===== src/rtl/cpu_mem_pkg.sv =====
// Types and helpers shared by the data- and instruction-side SRAM bridges.
// Each 32-bit CPU word is carried as a low and a high 16-bit half on the external bus.
package cpu_mem_pkg;

  typedef enum logic [1:0] {
    IDLE = 2'd0,
    LO   = 2'd1,
    HI   = 2'd2,
    DONE = 2'd3
  } state_t;

  localparam logic HALF_LO = 1'b0;
  localparam logic HALF_HI = 1'b1;

  localparam int unsigned DEFAULT_WAIT = 1;

  function automatic logic [15:0] word_half(input logic [31:0] word, input logic half);
    return half ? word[31:16] : word[15:0];
  endfunction

  function automatic logic [1:0] we_half(input logic [3:0] we, input logic half);
    return half ? we[3:2] : we[1:0];
  endfunction

endpackage


===== src/rtl/dmem_wait_ctr.sv =====
// Loadable 4-bit wait-state down-counter; zero marks the final cycle of a bus phase.
module dmem_wait_ctr (
  input  logic       clk,
  input  logic       rst_n,
  input  logic       load,
  input  logic [3:0] load_val,
  output logic       zero
);

  logic [3:0] count;

  always_ff @(posedge clk or negedge rst_n) begin
    if (!rst_n) begin
      count <= 4'd0;
    end else if (load) begin
      count <= load_val;
    end else if (count != 4'd0) begin
      count <= count - 4'd1;
    end
  end

  assign zero = (count == 4'd0);

endmodule


===== src/rtl/dmem_sram_bridge.sv =====
// CPU data-port responder: splits each 32-bit access into 16-bit phases on an
// asynchronous SRAM bus with WAIT extra cycles per phase; every output is registered.
module dmem_sram_bridge
  import cpu_mem_pkg::*;
#(
  parameter int unsigned ADDR_W = 18,
  parameter int unsigned WAIT   = DEFAULT_WAIT
) (
  input  logic              i_clk,
  input  logic              i_rst,
  input  logic [31:0]       i_addr_d,
  input  logic [3:0]        i_we_d,
  input  logic              i_rd_d,
  input  logic [31:0]       i_wdata_d,
  output logic [31:0]       o_rdata_d,
  output logic              o_valid_d,
  output logic [ADDR_W-1:0] o_mem_addr,
  output logic [15:0]       o_mem_wdata,
  input  logic [15:0]       i_mem_rdata,
  output logic              o_mem_oe,
  output logic              o_mem_we,
  output logic [1:0]        o_mem_be
);

  localparam logic [3:0] WAIT_LD = 4'(WAIT);

  state_t state, state_nx;

  logic [ADDR_W-2:0] addr_q, addr_sel;
  logic [3:0]        we_q, we_sel;
  logic              wr_q, wr_sel;
  logic [31:0]       wdata_q, wdata_sel;
  logic [15:0]       lo_q;

  logic req, latch, ctr_load, ctr_zero, cap_lo, half_nx, in_phase_nx;

  logic [31:0]       rdata_nx;
  logic              valid_nx;
  logic [ADDR_W-1:0] mem_addr_nx;
  logic [15:0]       mem_wdata_nx;
  logic              mem_oe_nx, mem_we_nx;
  logic [1:0]        mem_be_nx;

  // The bus is word aligned and wraps at the SRAM size; the remaining address bits are dropped.
  logic unused_addr_bits;
  assign unused_addr_bits = ^{i_addr_d[31:ADDR_W+1], i_addr_d[1:0]};

  assign req = i_rd_d | (|i_we_d);

  dmem_wait_ctr u_wait_ctr (
    .clk      (i_clk),
    .rst_n    (i_rst),
    .load     (ctr_load),
    .load_val (WAIT_LD),
    .zero     (ctr_zero)
  );

  always_comb begin
    state_nx = state;
    latch    = 1'b0;
    ctr_load = 1'b0;
    cap_lo   = 1'b0;
    case (state)
      IDLE: begin
        if (req) begin
          latch    = 1'b1;
          ctr_load = 1'b1;
          // A write touching only the upper half has nothing to do in the low phase.
          if ((i_we_d[1:0] == 2'b00) && (i_we_d[3:2] != 2'b00)) state_nx = HI;
          else                                                   state_nx = LO;
        end
      end
      LO: begin
        if (ctr_zero) begin
          cap_lo = 1'b1;
          if (wr_q && (we_q[3:2] == 2'b00)) begin
            state_nx = DONE;
          end else begin
            state_nx = HI;
            ctr_load = 1'b1;
          end
        end
      end
      HI: begin
        if (ctr_zero) state_nx = DONE;
      end
      DONE:    state_nx = IDLE;
      default: state_nx = IDLE;
    endcase
  end

  // On the request edge the latches are not loaded yet, so phase outputs use the live inputs.
  always_comb begin
    addr_sel  = latch ? i_addr_d[ADDR_W:2] : addr_q;
    we_sel    = latch ? i_we_d             : we_q;
    wr_sel    = latch ? (|i_we_d)          : wr_q;
    wdata_sel = latch ? i_wdata_d          : wdata_q;

    half_nx     = (state_nx == HI) ? HALF_HI : HALF_LO;
    in_phase_nx = (state_nx == LO) || (state_nx == HI);

    mem_addr_nx  = '0;
    mem_wdata_nx = '0;
    mem_oe_nx    = 1'b0;
    mem_we_nx    = 1'b0;
    mem_be_nx    = 2'b00;
    if (in_phase_nx) begin
      mem_addr_nx = {addr_sel, half_nx};
      if (wr_sel) begin
        mem_we_nx    = 1'b1;
        mem_be_nx    = we_half(we_sel, half_nx);
        mem_wdata_nx = word_half(wdata_sel, half_nx);
      end else begin
        mem_oe_nx = 1'b1;
        mem_be_nx = 2'b11;
      end
    end

    valid_nx = (state_nx == DONE);
    rdata_nx = '0;
    if ((state_nx == DONE) && !wr_q) rdata_nx = {i_mem_rdata, lo_q};
  end

  always_ff @(posedge i_clk or negedge i_rst) begin
    if (!i_rst) begin
      state   <= IDLE;
      addr_q  <= '0;
      we_q    <= '0;
      wr_q    <= 1'b0;
      wdata_q <= '0;
      lo_q    <= '0;
    end else begin
      state <= state_nx;
      if (latch) begin
        addr_q  <= i_addr_d[ADDR_W:2];
        we_q    <= i_we_d;
        wr_q    <= |i_we_d;
        wdata_q <= i_wdata_d;
      end
      if (cap_lo) lo_q <= i_mem_rdata;
    end
  end

  always_ff @(posedge i_clk or negedge i_rst) begin
    if (!i_rst) begin
      o_rdata_d   <= '0;
      o_valid_d   <= 1'b0;
      o_mem_addr  <= '0;
      o_mem_wdata <= '0;
      o_mem_oe    <= 1'b0;
      o_mem_we    <= 1'b0;
      o_mem_be    <= 2'b00;
    end else begin
      o_rdata_d   <= rdata_nx;
      o_valid_d   <= valid_nx;
      o_mem_addr  <= mem_addr_nx;
      o_mem_wdata <= mem_wdata_nx;
      o_mem_oe    <= mem_oe_nx;
      o_mem_we    <= mem_we_nx;
      o_mem_be    <= mem_be_nx;
    end
  end

endmodule


===== config.mk =====
export PLATFORM = sky130hd
export DESIGN_NAME = dmem_sram_bridge
export DESIGN_NICKNAME = d
export VERILOG_FILES = /design/src/rtl/cpu_mem_pkg.sv /design/src/rtl/dmem_wait_ctr.sv /design/src/rtl/dmem_sram_bridge.sv
export SDC_FILE = /design/constraint.sdc
export NUM_CORES = 1
export LEC_CHECK = 0
export CAP_MARGIN = 30
export CORE_ASPECT_RATIO = 0.7
export CORE_MARGIN = 2
export CORE_UTILIZATION = 50
export CTS_CLUSTER_DIAMETER = 50
export DETAILED_ROUTE_END_ITERATION = 12
export HOLD_SLACK_MARGIN = 0.08
export PLACE_DENSITY = 0.91
export SETUP_SLACK_MARGIN = 0.5
export SLEW_MARGIN = 5
export SYNTH_ARGS = -nofsm -noshare
export SYNTH_HDL_FRONTEND = slang
export SYNTH_SLANG_ARGS = --single-unit

===== constraint.sdc =====
create_clock -name i_clk -period 7.3 [get_ports i_clk]
set_input_delay 1.46 -clock i_clk [delete_from_list [all_inputs] [get_ports i_clk]]
set_output_delay 1.46 -clock i_clk [all_outputs]
set_load 0.02 [all_outputs]

[After elaboration in Yosys (flattened, before gate mapping)]
Index checks and enable logic that the tools add are counted.
Word-level totals
  flip-flop bits (word level): 147
  bits of input ports: 87
  output and inout bits: 71
Cells by class
  add/subtract/negate cells: 1
  equality and inequality tests: 6
  multiplexer cells: 32
  bitwise logic cells: 1
  reduce and logical (&&, ||, !) cells: 13
Operator list (number)
  $mux W32: 2
  $mux W16: 3
  $mux W18: 1
  $mux W17: 1
  $mux W2: 7
  $mux W1: 13
  $mux W4: 3
  $eq A2 B2 Y1 const B: 4
  $pmux W2 S4: 1
  $logic_not A2 Y1: 3
  $eq A2 B1 Y1 const B: 2
  $logic_not A4 Y1: 1
  $reduce_bool A2 Y1: 2
  $reduce_bool A4 Y1: 1
  $reduce_or A4 Y1: 1
  $sub A4 B1 Y4 const B: 1
  $logic_and A1 B1 Y1: 3
  $pmux W1 S2: 1
  $logic_not A1 Y1: 1
  $logic_or A1 B1 Y1: 1
  $or A1 B1 Y1: 1

[Logic depth before layout (Yosys ltp)]
  word-level depth: 10
  mapped depth: 12
  mapped depth without buffers: 11

[Hierarchy]
Synthesis repeated with hierarchy kept, for this count alone.
Second synthesis, totals
  cells, all modules: 373
  area total of the unflattened synthesis: 5595.4 um^2
Modules (own cells, without submodules)
  dmem_sram_bridge: instances 1, cells an instance 350, area an instance 5362.6 um^2, sequential area each 3578.4 um^2
  dmem_wait_ctr: instances 1, cells an instance 23, area an instance 232.7 um^2, sequential area each 100.1 um^2

[Worst setup path before layout]
OpenSTA, ideal clock, no wires.
  path type: in2reg
  start point: input port i_we_d[3]
  end point: register o_mem_wdata[10]
  setup time: 122 ps
  arrival time: 3425 ps
  required time: 7178 ps
  path slack: 3754 ps
  stages on the path: 8
  buffers on the path: 2
  cell sequence: or3_1 > o31ai_1 > o221a_2 > ha_1 > clkbuf_1 > nor2_1 > clkbuf_1 > a32o_1
On the way
  word-level cells in the longest chain between the ends: 10
  elaborated cells on any way between the ends: 18
RTL lines
  start, declared: RTL line dmem_sram_bridge.sv:12  | input logic [3:0] i_we_d,
  $reduce_bool A2 Y1: RTL line dmem_sram_bridge.sv:69  | if ((i_we_d[1:0] == 2'b00) && (i_we_d[3:2] != 2'b00)) state_nx = HI;
  $logic_and A1 B1 Y1: RTL line dmem_sram_bridge.sv:69
  $mux W2: RTL line dmem_sram_bridge.sv:69
  $mux W2: RTL line dmem_sram_bridge.sv:65  | if (req) begin
  $pmux W2 S4: RTL line dmem_sram_bridge.sv:63  | case (state)
  $eq A2 B2 Y1: RTL line dmem_sram_bridge.sv:99, dmem_sram_bridge.sv:100
  $mux W1: RTL line dmem_sram_bridge.sv:99  | half_nx = (state_nx == HI) ? HALF_HI : HALF_LO;
  $mux W16: RTL line cpu_mem_pkg.sv:18  | return half ? word[31:16] : word[15:0];
  $mux W16: RTL line dmem_sram_bridge.sv:109  | if (wr_sel) begin
  $mux W16 *: RTL line dmem_sram_bridge.sv:107  | if (in_phase_nx) begin
  via mem_wdata_nx[10]: RTL line dmem_sram_bridge.sv:40  | logic [15:0] mem_wdata_nx;
  end signal, assigned: RTL line dmem_sram_bridge.sv:157  | o_mem_wdata <= mem_wdata_nx;
  end, declared: RTL line dmem_sram_bridge.sv:18  | output logic [15:0] o_mem_wdata,
The timed path passes the listed nets; every way through them passes the cells marked *.
A chain may end at the register's enable or synchronous reset.

[Worst setup path in the final report]
  start point: input port i_we_d[2]
  end point: register o_mem_wdata[12]
Same word-level chain as after synthesis.

==> results <==
- The clock reaches the later pin of the worst-skew pair after 0.41 ns.
- The final weighted congestion in routability-driven placement is 0.8334.
- Setup violations remaining at the end of the flow were counted as 0.
- In the routed design, unresolved DRC markers number 0.
- The final max-slew violation count is 0.
- 0 antenna diodes ended up in the layout.
- Data arrives at the worst endpoint at 4.78 ns.
- The tool flagged a number of max-cap violations equal to 0.
- Entering global routing, the biggest net connects 78 pins.
- The final net count is 601.
- In this run, the number of DRC markers left after iteration 0 of detailed routing was 149.
- The least setup slack across all paths after layout is 2.857 ns.
- The clock-pin slew reported for the worst setup and hold paths after clock tree synthesis is 0.06 ns.
- On the critical path, the stage with the largest delay is an instance of and3b_1.
- The die height is 92.50 µm.
- In this run the worst path has a maximum fanout of 23.
- Setup slack on the worst reg-to-reg path comes out at 3.57 ns.
- The final hold slack is 0.4675 ns.
- Before antenna repair, the detailed router went through 6 iterations.
- Dividing total power by cell area gives a power density of 473.2 nW/µm².
- The worst setup path startpoint is i_we_d[2].
- The number of hold violations in the final report is 0.
- For the pin with the worst max-slew slack, the measured transition is 0.8645 ns.
- Counting along the longest clock path gives a buffer depth of 2.
- After global routing the overflow that remains totals 0.
- Cells with a size suffix above 1 make up 20.84% of the layout.
- The detailed-route vias per instance is 5.185.
- The clock tree synthesis step divided the H-tree into 4 levels.
- STA puts the critical path data required time at 7.64 ns.
- The worst setup path is of the in -> reg kind.
- The sequential area share after synthesis is 65.76%.
- The number of placement rows is 32.
- The unique cell type count in the Yosys netlist is 42.
- The CTS buffer count is 17.
- The via count is 3505.
- The detail route stage leaves a number of antenna-violating nets equal to 0.
- The clock arrives with 0.01014 ns of skew.
- The routed wire length per instance is 18.20 µm.
- The CTS tree is yes.
- The critical path launch point type is an input port.
- Following the worst setup path forward leads to its endpoint at o_mem_wdata[12].
- The die boundary width is 130.4 µm.
- The maximum resistive drop on vdd is 0.2972 mV.
- The final critical path takes up 60.86% of the cycle.
- The total number of clock tree sinks is 147.
- The HPWL after detailed placement is 7998 µm.
- The buffer count from post-CTS setup fixing is 0.
- The number of cells on the worst reg-to-reg path is 8.
- The number of antenna violations at the first check in global routing is 0.
- The core outline area is 10970 µm².
- The cell area reported after detailed placement is 7124 µm².
- Measured on the finished design, the core utilization comes to 71.13%.
- The endpoint identified for the worst register-to-register timing path is o_mem_wdata[12].
- The remaining max-slew budget at the tightest pin is 42.37%.
- The static leakage is 3.445 nW.
- The synthesis-stage register bit count is 147.
- The top-level port count is 158.
- The area growth from synthesis to final layout is 39.50%.
- The Yosys step of the flow raised 0 warnings.
- The final critical delay including setup and external delays is 4.443 ns.
- The number of gates resized after CTS was 0.
- The starting utilization of the core area is 50.99%.
- The async set-reset flop share out of synthesis is 100.0%.
- The post-cts hold buffer count is 0.
- For this run, the top clock speed supported by timing is 225.1 MHz.
- The cell area after synthesis is 5594 µm².
- The worst-case setup slack after placement is 2.461 ns.
- The setup TNS after final layout is 0 ns.
- The global-route wire length before repair is 19420 µm.
- The largest single stage delay on the critical path is 0.75 ns.
- The via count of the first global-routing pass is 3751.
- The average cell area after synthesis is 15.28 µm².
- The most used flip-flop cell after synthesis is dfrtp_1.
- The critical path goes through clkdlybuf4s50_1 -> or3_1 -> o31ai_1 -> o221a_2 -> ha_1 -> and3b_1 -> a32o_1.
- The count of flip-flops with a built-in enable after synthesis is 0.
- The gate count of the mapped netlist is 366.
- The area of the die is 12060 µm².
- The synthesized net count is 457.
- The start of the worst register-to-register path is u_wait_ctr.count[0].
- The run finished with clean final reports.
- The class of the tightest hold or removal check is reg -> reg.
- The clock root buffer is clkbuf_16.
- The element type at the critical path end is a flop.
- Setup repair after global routing left no endpoint under its margin.
- The worst hold path stage count is 1.
- For this run, the total global-route usage over all layers was measured as 21.31%.
- The finished cells cover 7804 µm².
- Port buffering added 142 buffers.
- The routed wire length is 12300 µm.
-- sequential cells by signal (all words and copies together), names as in the netlist --
signal	cells
o_rdata_d	32
wdata_q	32
o_mem_addr	18
addr_q	17
lo_q	16
o_mem_wdata	16
u_wait_ctr.count	4
we_q	4
o_mem_be	2
state	2
o_mem_oe	1
o_mem_we	1
o_valid_d	1
wr_q	1
-- report_power, final --
part,switching (mW),internal [mW]
Sequential,0.117,1.14
Combinational,0.716,0.729
Clock,0.341,0.648
-- per-stage QoR --
step                power [mW]  instances
floorplan                2.234        366
global placement         2.598        642
detailed placement       2.705        644
CTS                      3.722        676
global route             3.892        676
finish                   3.693        676
-- per-layer routing --
metal	up-vias	track usage, %	routed length, µm
met2	125	34.90	6076
met3	8	8.203	956
met1	1807	26.92	5196
met5	-	0	0
li1	1565	-	-
met4	0	5.319	70
-- critical path, delay by kind of cell --
family | cells | cell delay, ns
and+or+nand+nor | 2 | 1.20
adders and majority gates | 1 | 0.53
buffers and inverters | 1 | 0.55
AOI/OAI and AO/OA | 3 | 1.03
-- placed cells by master, fill, tap and decap left out, types with 4 or more instances in the layout --
| cell type | instances |
|---|---|
| dfrtp_1 | 147 |
| clkdlybuf4s50_1 | 141 |
| mux2_2 | 38 |
| and2_1 | 32 |
| mux2_4 | 26 |
| nor2b_1 | 21 |
| clkbuf_16 | 17 |
| a32o_1 | 16 |
| nor2_1 | 6 |
| bufinv_16 | 6 |
| a21oi_1 | 5 |
| o21ai_0 | 5 |
| nor3_1 | 4 |
| inv_1 | 4 |
| ha_1 | 4 |
-- worst min path at each step --
stage	start	to	slack [ns]
6_report	lo_q[11]	o_rdata_d[11]	0.47
5_1_grt	lo_q[11]	o_rdata_d[11]	0.49
4_1_cts	lo_q[11]	o_rdata_d[11]	0.47
3_5_place_dp	lo_q[11]	o_rdata_d[11]	0.46
3_3_place_gp	lo_q[4]	o_rdata_d[4]	0.46
2_1_floorplan	lo_q[0]	o_rdata_d[0]	0.45
-- cell type report --
class	count	area [µm²]
clock buffers	18	429.2
clock inverters	14	250.2
fillers	725	3167
inverters	4	15.01
multi-input cells	193	1768
flip-flops and latches	147	3679
well taps	153	191.4
repair buffers	147	1471
-- Yosys cell counts, types with 2 or more instances --
cell type / instances / area [µm²]
dfrtp_1: 147 / 3679
mux2_2: 38 / 427.9
and2_1: 32 / 200.2
mux2_4: 26 / 390.4
nor2b_1: 21 / 131.4
a32o_1: 16 / 160.2
clkbuf_1: 10 / 37.54
nor2_1: 6 / 22.52
a21oi_1: 5 / 25.02
o21ai_0: 5 / 25.02
buf_2: 4 / 20.02
buf_4: 4 / 30.03
buf_6: 4 / 45.04
ha_1: 4 / 50.05
inv_1: 4 / 15.01
nor3_1: 4 / 20.02
a211oi_1: 3 / 22.52
a22o_1: 3 / 26.28
nand2_1: 3 / 11.26
a211o_1: 2 / 17.52
nand2b_1: 2 / 12.51
or3_1: 2 / 12.51
xnor2_1: 2 / 17.52
-- cells by family (layout without fill, tap and decap cells) --
kind of cell / Yosys count / count (layout) / synth area share (%)
flops: 147 / 147 / 65.76
simple gates: 79 / 79 / 9.014
mux: 65 / 65 / 14.83
compound gates: 43 / 43 / 6.553
buf+inv: 26 / 183 / 2.639
fa+ha+maj: 4 / 4 / 0.8947
xor+xnor: 2 / 2 / 0.3132
Note: power is estimated with default switching activity, not from simulation.
